## config.mk

```make
export PLATFORM = sky130hd
export DESIGN_NAME = wb_pipe_stage
export DESIGN_NICKNAME = d
export VERILOG_FILES = /design/src/rtl/wbxbc_pkg.sv /design/src/rtl/wb_skid_buf.sv /design/src/rtl/wb_pipe_stage.sv
export SDC_FILE = /design/constraint.sdc
export NUM_CORES = 1
export LEC_CHECK = 0
export ABC_AREA = 1
export CORE_ASPECT_RATIO = 1.75
export CORE_MARGIN = 2
export CORE_UTILIZATION = 50
export CTS_CLUSTER_DIAMETER = 120
export CTS_CLUSTER_SIZE = 40
export DETAILED_ROUTE_END_ITERATION = 8
export GPL_TIMING_DRIVEN = 0
export PLACE_DENSITY = 0.82
export SLEW_MARGIN = 25
export SYNTH_ARGS = -nofsm -noshare
export SYNTH_HDL_FRONTEND = slang
export SYNTH_SLANG_ARGS = --single-unit
```

## constraint.sdc

```tcl
create_clock -name clk_i -period 3.46 [get_ports clk_i]
set_input_delay 0.346 -clock clk_i [delete_from_list [all_inputs] [get_ports clk_i]]
set_output_delay 0.346 -clock clk_i [all_outputs]
set_load 0.005 [all_outputs]
```

## src/rtl/wbxbc_pkg.sv

```systemverilog
// Shared types for the Wishbone crossbar pipeline blocks.
//   - default bus widths used by wb_pipe_stage and its benches
//   - wb_req_t: one request-path entry {we, sel, adr, dat, tga, tgc, tgd}
//   - buf_state_e: occupancy of a two-entry skid buffer
package wbxbc_pkg;

   localparam int unsigned WB_ADR_W  = 16;
   localparam int unsigned WB_DAT_W  = 16;
   localparam int unsigned WB_SEL_W  = 2;
   localparam int unsigned WB_TGA_W  = 1;
   localparam int unsigned WB_TGC_W  = 1;
   localparam int unsigned WB_TGRD_W = 1;
   localparam int unsigned WB_TGWD_W = 1;

   // Field order matches the flat payload packed by wb_pipe_stage (we is the MSB).
   typedef struct packed {
      logic                 we;
      logic [WB_SEL_W-1:0]  sel;
      logic [WB_ADR_W-1:0]  adr;
      logic [WB_DAT_W-1:0]  dat;
      logic [WB_TGA_W-1:0]  tga;
      logic [WB_TGC_W-1:0]  tgc;
      logic [WB_TGWD_W-1:0] tgd;
   } wb_req_t;

   typedef enum logic [1:0] {
      EMPTY = 2'd0,
      ONE   = 2'd1,
      FULL  = 2'd2
   } buf_state_e;

endpackage

```

## src/rtl/wb_skid_buf.sv

```systemverilog
// Generic two-entry valid/stall skid buffer.
// Ports:
//   clk       - clock
//   rst_n     - synchronous active-low reset
//   flush     - drop both entries at the next edge (takes priority over accept/drain)
//   in_vld    - upstream offers in_data this cycle
//   in_data   - upstream payload
//   in_stall  - registered back-pressure; 1 exactly while both entries are occupied
//   out_vld   - MAIN entry valid
//   out_data  - MAIN entry payload; stable while out_stall holds it
//   out_stall - downstream back-pressure
module wb_skid_buf
   import wbxbc_pkg::*;
#(
   parameter int unsigned WIDTH = 8
) (
   input  logic             clk,
   input  logic             rst_n,
   input  logic             flush,
   input  logic             in_vld,
   input  logic [WIDTH-1:0] in_data,
   output logic             in_stall,
   output logic             out_vld,
   output logic [WIDTH-1:0] out_data,
   input  logic             out_stall
);

   buf_state_e       state_q, state_d;
   logic [WIDTH-1:0] main_q, main_d;
   logic [WIDTH-1:0] skid_q, skid_d;
   logic             stall_q;
   logic             accept;
   logic             drain;

   // stall_q mirrors (state_q == FULL), so nothing is ever accepted in FULL.
   assign accept = in_vld & ~stall_q;
   assign drain  = (state_q != EMPTY) & ~out_stall;

   always_comb begin
      state_d = state_q;
      main_d  = main_q;
      skid_d  = skid_q;
      unique case (state_q)
         EMPTY: begin
            if (accept) begin
               main_d  = in_data;
               state_d = ONE;
            end
         end
         ONE: begin
            if (accept && drain) begin
               main_d = in_data;
            end else if (accept) begin
               skid_d  = in_data;
               state_d = FULL;
            end else if (drain) begin
               state_d = EMPTY;
            end
         end
         FULL: begin
            if (drain) begin
               main_d  = skid_q;
               state_d = ONE;
            end
         end
         default: state_d = EMPTY;
      endcase
      if (flush) begin
         state_d = EMPTY;
      end
   end

   always_ff @(posedge clk) begin
      if (!rst_n) begin
         state_q <= EMPTY;
         main_q  <= '0;
         skid_q  <= '0;
         stall_q <= 1'b0;
      end else begin
         state_q <= state_d;
         main_q  <= main_d;
         skid_q  <= skid_d;
         stall_q <= (state_d == FULL);
      end
   end

   assign in_stall = stall_q;
   assign out_vld  = (state_q != EMPTY);
   assign out_data = main_q;

endmodule

```

## src/rtl/wb_pipe_stage.sv

```systemverilog
// Registered Wishbone pipeline slice: every path between the initiator side (itr_*) and the
// target side (tgt_*) goes through a register. Requests pass a two-entry skid buffer,
// responses a single register stage. Dropping itr_cyc_i aborts: buffered requests and any
// in-flight responses are discarded at the next edge.
// Ports:
//   clk_i, sync_rst_i            - clock, synchronous active-low reset
//   itr_cyc/stb/we/lock_i        - initiator control
//   itr_sel/adr/dat_i            - initiator request
//   itr_tga/tgc/tgd_i            - initiator tags
//   itr_ack/err/rty/stall_o      - responses and back-pressure to the initiator
//   itr_dat_o, itr_tgd_o         - read data and tag to the initiator
//   tgt_cyc/stb/we/lock_o        - target control
//   tgt_sel/adr/dat/tga/tgc/tgd_o - target request and tags
//   tgt_ack/err/rty/stall_i      - target responses and back-pressure
//   tgt_dat_i, tgt_tgd_i         - target read data and tag
module wb_pipe_stage
   import wbxbc_pkg::*;
#(
   parameter int unsigned ADR_WIDTH  = WB_ADR_W,
   parameter int unsigned DAT_WIDTH  = WB_DAT_W,
   parameter int unsigned SEL_WIDTH  = WB_SEL_W,
   parameter int unsigned TGA_WIDTH  = WB_TGA_W,
   parameter int unsigned TGC_WIDTH  = WB_TGC_W,
   parameter int unsigned TGRD_WIDTH = WB_TGRD_W,
   parameter int unsigned TGWD_WIDTH = WB_TGWD_W
) (
   input  logic                  clk_i,
   input  logic                  sync_rst_i,
   input  logic                  itr_cyc_i,
   input  logic                  itr_stb_i,
   input  logic                  itr_we_i,
   input  logic                  itr_lock_i,
   input  logic [SEL_WIDTH-1:0]  itr_sel_i,
   input  logic [ADR_WIDTH-1:0]  itr_adr_i,
   input  logic [DAT_WIDTH-1:0]  itr_dat_i,
   input  logic [TGA_WIDTH-1:0]  itr_tga_i,
   input  logic [TGC_WIDTH-1:0]  itr_tgc_i,
   input  logic [TGWD_WIDTH-1:0] itr_tgd_i,
   output logic                  itr_ack_o,
   output logic                  itr_err_o,
   output logic                  itr_rty_o,
   output logic                  itr_stall_o,
   output logic [DAT_WIDTH-1:0]  itr_dat_o,
   output logic [TGRD_WIDTH-1:0] itr_tgd_o,
   output logic                  tgt_cyc_o,
   output logic                  tgt_stb_o,
   output logic                  tgt_we_o,
   output logic                  tgt_lock_o,
   output logic [SEL_WIDTH-1:0]  tgt_sel_o,
   output logic [ADR_WIDTH-1:0]  tgt_adr_o,
   output logic [DAT_WIDTH-1:0]  tgt_dat_o,
   output logic [TGA_WIDTH-1:0]  tgt_tga_o,
   output logic [TGC_WIDTH-1:0]  tgt_tgc_o,
   output logic [TGWD_WIDTH-1:0] tgt_tgd_o,
   input  logic                  tgt_ack_i,
   input  logic                  tgt_err_i,
   input  logic                  tgt_rty_i,
   input  logic                  tgt_stall_i,
   input  logic [DAT_WIDTH-1:0]  tgt_dat_i,
   input  logic [TGRD_WIDTH-1:0] tgt_tgd_i
);

   localparam int unsigned REQ_WIDTH =
      1 + SEL_WIDTH + ADR_WIDTH + DAT_WIDTH + TGA_WIDTH + TGC_WIDTH + TGWD_WIDTH;

   logic [REQ_WIDTH-1:0]  req_in;
   logic [REQ_WIDTH-1:0]  req_out;
   logic                  abort;
   logic                  cyc_q, lock_q;
   logic                  ack_q, err_q, rty_q;
   logic                  ack_d, err_d, rty_d;
   logic [DAT_WIDTH-1:0]  rdat_q;
   logic [TGRD_WIDTH-1:0] rtgd_q;

   assign abort  = ~itr_cyc_i;
   assign req_in = {itr_we_i, itr_sel_i, itr_adr_i, itr_dat_i, itr_tga_i, itr_tgc_i, itr_tgd_i};

   wb_skid_buf #(
      .WIDTH (REQ_WIDTH)
   ) u_req_buf (
      .clk       (clk_i),
      .rst_n     (sync_rst_i),
      .flush     (abort),
      .in_vld    (itr_cyc_i & itr_stb_i),
      .in_data   (req_in),
      .in_stall  (itr_stall_o),
      .out_vld   (tgt_stb_o),
      .out_data  (req_out),
      .out_stall (tgt_stall_i)
   );

   assign {tgt_we_o, tgt_sel_o, tgt_adr_o, tgt_dat_o, tgt_tga_o, tgt_tgc_o, tgt_tgd_o} = req_out;

   // Responses only count while both the forwarded cycle and the live initiator cycle are up,
   // so anything arriving during or right after an abort is dropped.
   always_comb begin
      ack_d = tgt_ack_i & cyc_q & itr_cyc_i;
      err_d = tgt_err_i & cyc_q & itr_cyc_i;
      rty_d = tgt_rty_i & cyc_q & itr_cyc_i;
   end

   always_ff @(posedge clk_i) begin
      if (!sync_rst_i) begin
         cyc_q  <= 1'b0;
         lock_q <= 1'b0;
         ack_q  <= 1'b0;
         err_q  <= 1'b0;
         rty_q  <= 1'b0;
         rdat_q <= '0;
         rtgd_q <= '0;
      end else begin
         cyc_q  <= itr_cyc_i;
         lock_q <= itr_lock_i;
         ack_q  <= ack_d;
         err_q  <= err_d;
         rty_q  <= rty_d;
         if (abort) begin
            rdat_q <= '0;
            rtgd_q <= '0;
         end else if (ack_d | err_d | rty_d) begin
            rdat_q <= tgt_dat_i;
            rtgd_q <= tgt_tgd_i;
         end
      end
   end

   assign tgt_cyc_o  = cyc_q;
   assign tgt_lock_o = lock_q;
   assign itr_ack_o  = ack_q;
   assign itr_err_o  = err_q;
   assign itr_rty_o  = rty_q;
   assign itr_dat_o  = rdat_q;
   assign itr_tgd_o  = rtgd_q;

endmodule

```

# Word level (Yosys, flattened, before mapping)
# Cells that the tools add are included.
# classes
muxes	11
bitwise_logic	14
reduce_logical	7
eq_ne	6
# ops
op	n
$mux W38	3
$pmux W38 S3	1
$mux W2	6
$and A1 B1 Y1	9
$ne A2 B1 Y1 const B	3
$pmux W2 S3	1
$eq A2 B2 Y1 const B	2
$reduce_and A4 Y1	1
$not A1 Y1	3
$reduce_and A3 Y1	1
$reduce_bool A3 Y1	1
$eq A2 B1 Y1 const B	1
$logic_not A2 Y1	1
$or A1 B1 Y1	2
$reduce_and A2 Y1	1
$reduce_bool A2 Y1	1
$logic_and A1 B1 Y1	1
# word_totals
in_bits	64
output_inout_bits	62
register_bits	101

# Depth between registers and ports, before layout
# logic_depth
word_depth	8
depth_mapped	8
depth_no_buf	7

# Hierarchy
# From an unflattened synthesis, not the netlist that was laid out.
# unflattened
cells_unflattened	715
area_unflattened_um2	4511.8
# by_module_without_submodules
mod	cells_per_inst	instances	seq_area_each_um2	area_each_um2
wb_skid_buf	589	1	1581.5	3637.2
wb_pipe_stage	126	1	440.4	874.6

# Worst setup path after synthesis
# No wires, ideal clock.
# synth_path
path_type	in2reg
startpoint	in itr_cyc_i
endpoint	reg u_req_buf.main_q[17], in the netlist u_req_buf.out_data[17]
path_stages	7
arrival_ns	1.133
n_path_buf	2
path_slack_ns	2.212
setup_time_ns	0.115
path_cell_list	nand2_1 > nor2_4 > nand2_1 > buf_2 > buf_2 > a21oi_1 > nor2_1
# synth_between
elab_chain_len	5
word_cells_on_any_way	6
classes_between	eq/ne (2); bitwise (2); reduce/logical (2)
# synth_rtl
item	line_no	source
from (decl)	wb_pipe_stage.sv:29	input logic itr_cyc_i,
$and A1 B1 Y1 (*)	wb_pipe_stage.sv:84	.in_vld (itr_cyc_i & itr_stb_i),
$and A1 B1 Y1 (*)	wb_skid_buf.sv:36	assign accept = in_vld & ~stall_q;
$logic_and A1 B1 Y1	wb_skid_buf.sv:51	if (accept && drain) begin
$ne A2 B1 Y1 (no source line)	n/a	
$reduce_and A4 Y1 (no source line) (*)	n/a	
to (signal assigned)	wb_skid_buf.sv:81	main_q <= main_d;
to (decl)	wb_skid_buf.sv:29	logic [WIDTH-1:0] main_q, main_d;
# Mark *: on every way between the ends. The rest lies on a longest branch, timed or not.
# A chain may end at the register's enable or synchronous reset.

# Worst setup path after layout
# layout_path
startpoint	reg u_req_buf.state_q[1]
endpoint	out tgt_stb_o
# layout_between
elab_chain_len	1
# layout_rtl
item	line_no	source
from (decl)	wb_skid_buf.sv:28	buf_state_e state_q, state_d;
from (signal assigned)	wb_skid_buf.sv:80	state_q <= state_d;
$reduce_bool A2 Y1	wb_skid_buf.sv:88	assign out_vld = (state_q != EMPTY);
to (decl)	wb_pipe_stage.sv:46	output logic tgt_stb_o,
# Every way passes these cells.

==> run summary <==
Vias: 4914
worst-path cell chain: inv_2 -> clkbuf_1 -> nand2_1 -> clkdlybuf4s50_1
GRT Util Overall: 25.2%
DR iter-0 viols: 236
Seq/Total Area, Yosys: 43.7%
Max-Cap Viols: 0
total power: 2.50 mW
setup violators final: 0
post_cts resized: 0
vias in the first global route: 4726
CP Max Fanout: 10
H-tree lvl count: 3
pins over their slew limit: 0
critical path class: register to output pin
Routed Antenna Nets: 0
Post-CTS Setup Repair Bufs: 0
f_max: 468 MHz
ANT cells: 0
Port Buffers: 125
Worst Path Buf+Inv: 3
Site Rows: 46
Synth-to-Final Area Change: 35.9%
Clock Tree Buf Depth: 2
Tcrit/Tclk final: 61.8%
gp weighted congestion: 0.870
Cells after Synth: 700
grt ovf: 0
first drt pass iteration count: 6
Die Ht: 131 um
number of synthesized flops with an enable pin: 0
Startpoint Class: register
slowest CP cell: clkdlybuf4s50_1
Num CTS Buffers: 9
Critical Path Max Stage Delay: 0.48 ns
core area: 0.00904 mm^2
Max VDD drop: 0.269 mV
crit path DAT: 1.79 ns
status: completed
Worst-Margin Slew: 0.477 ns
share of layout cells above drive strength 1: 5.00%
Syn Area/Cell: 6.62 um^2
hold buffers post-CTS: 0
HP Class: register to register
Worst Setup End Kind: output pin
Routed WL per cell: 13.0 um
Final Net Count: 900
Die Wd: 76.8 um
clock skew: 0.00591 ns
final hold vios: 0
Leakage: 2.79 nW
Synth Warn #: 0
largest net degree at the start of global routing: 15
initial antenna violation count: 0
post-synthesis cell area: 0.00463 mm^2
Setup Total Neg Slack: 0 ns
RSZ-0062 raised after global routing: no
Worst-path clk slew: 0.06 ns
Total Routed Length: 12500 um
Root Buffer: clkbuf_16
die area: 0.0101 mm^2
pwr/cell area: 398 mW/mm^2
initial core utilization: 51.3%
vias per std cell: 5.12
Required @ worst endpoint: 3.11 ns
asr flop ratio synth: 0%
max_slew headroom: 68.2%
# IOs: 126
CTS Sinks: 101
CTS tree: built
worst skew pair latency: 0.34 ns
synthesis-stage register bit count: 101
DP HPWL: 9330 um
delay-heaviest family, CP: buffers and inverters
Yosys cell types: 21
# DRC: 0
Synthesized Nets: 764
Tmin final: 2.14 ns
global-route wire length before repair: 20900 um
top_reg_cell synth: dfxtp_1
-- worst reg2reg max path, stage by stage (launching register included) --
cell	delay, ns
dfxtp_1	0.41
inv_2	0.09
nor2_2	0.12
nand2_1	0.15
buf_6	0.18
buf_2	0.18
a21oi_1	0.19
nor2_1	0.06
-- final timing paths --
| path | cells past startpoint | from | to | slack [ns] |
|---|---|---|---|---|
| setup / recovery | 4 | u_req_buf.state_q[1]$_SDFF_PN0_ | tgt_stb_o | 1.32 |
| hold / removal | 2 | u_req_buf.skid_q[6]$_SDFFE_PN0P_ | u_req_buf.skid_q[6]$_SDFFE_PN0P_ | 0.46 |
| setup reg to reg | 7 | u_req_buf.state_q[1]$_SDFF_PN0_ | u_req_buf.out_data[29]$_SDFFE_PN0P_ | 1.98 |
| hold reg to reg | 2 | u_req_buf.skid_q[6]$_SDFFE_PN0P_ | u_req_buf.skid_q[6]$_SDFFE_PN0P_ | 0.46 |
-- report_power, final --
| part | leakage (nW) | switching (mW) | internal (mW) | total (mW) |
|---|---|---|---|---|
| clock | 0.129 | 0.409 | 0.502 | 0.910 |
| combinational | 1.83 | 0.167 | 0.197 | 0.364 |
| sequential | 0.823 | 0.0239 | 1.21 | 1.23 |
-- sequential cells by signal, summed over array words and instances (netlist names) --
name,count
itr_rty_o,1
u_req_buf.out_data,38
itr_tgd_o,1
itr_err_o,1
itr_ack_o,1
tgt_lock_o,1
itr_dat_o,16
u_req_buf.skid_q,38
u_req_buf.in_stall,1
tgt_cyc_o,1
u_req_buf.state_q,2
-- placed cells by master, fill, tap and decap left out, drive strengths merged --
cell type / synthesis / routed
nor2: 74 / 74
dfxtp: 101 / 101
nand4: 38 / 38
nand3: 40 / 40
nand2: 238 / 238
clkinv: 2 / 4
clkbuf: 25 / 38
o21ai: 2 / 2
inv: 67 / 67
a21oi: 80 / 80
nand3b: 5 / 5
buf: 27 / 27
clkdlybuf4s50: 0 / 125
o21bai: 1 / 1
-- area by class of cell --
type	count	area [um^2]
Timing Repair Buffer	125	1250
Tap cell	120	150
Multi-Input combinational cell	478	2080
Clock buffer	13	250
Sequential cell	101	2020
Inverter	69	259
Clock inverter	2	10.0
Fill cell	760	2740
Buffer	52	270
-- synthesized netlist by cell type, types with 3 or more instances --
master      n  share of area (%)
buf_2      12                1.3
buf_6       3               0.73
nand3b_1    5               0.81
a21oi_1    80                8.6
dfxtp_1   101                 44
nand3_1    40                4.3
nor2_1     72                5.8
clkbuf_1   25                2.0
buf_4      10                1.6
inv_1      66                5.3
nand2_1   237                 19
nand4_1    38                5.1
-- logic make-up after synthesis --
group | count (synthesis) | share of synthesized area [%]
buf+inv | 121 | 11.4
simple gates | 395 | 35.8
flops | 101 | 43.7
compound gates | 83 | 9.10
-- routing by layer --
| metal | vias to the layer above | track usage, % | routed length (um) | share of wire [%] |
|---|---|---|---|---|
| met2 | 200 | 47.3 | 6670 | 54 |
| met1 | 2209 | 24.6 | 4520 | 36 |
| met4 | 0 | 13.4 | 389 | 3.1 |
| li1 | 2473 | - | - | - |
| met3 | 32 | 6.11 | 889 | 7.1 |
| met5 | - | 0 | 0 | 0 |
-- through the flow --
stage          setup slack, ns  hold WS (ns)  instances  cell area [um^2]  util [%]
5_1_grt                   1.22         0.477        960              6290      69.6
3_3_place_gp              1.42         0.448        945              6030      66.8
3_5_place_dp              1.42         0.453        945              6030      66.8
4_1_cts                   1.33         0.463        960              6290      69.6
2_1_floorplan             2.21         0.440        700              4630         -
6_report                  1.32         0.462        960              6290      69.6
Power figures use the tool's default switching activity.
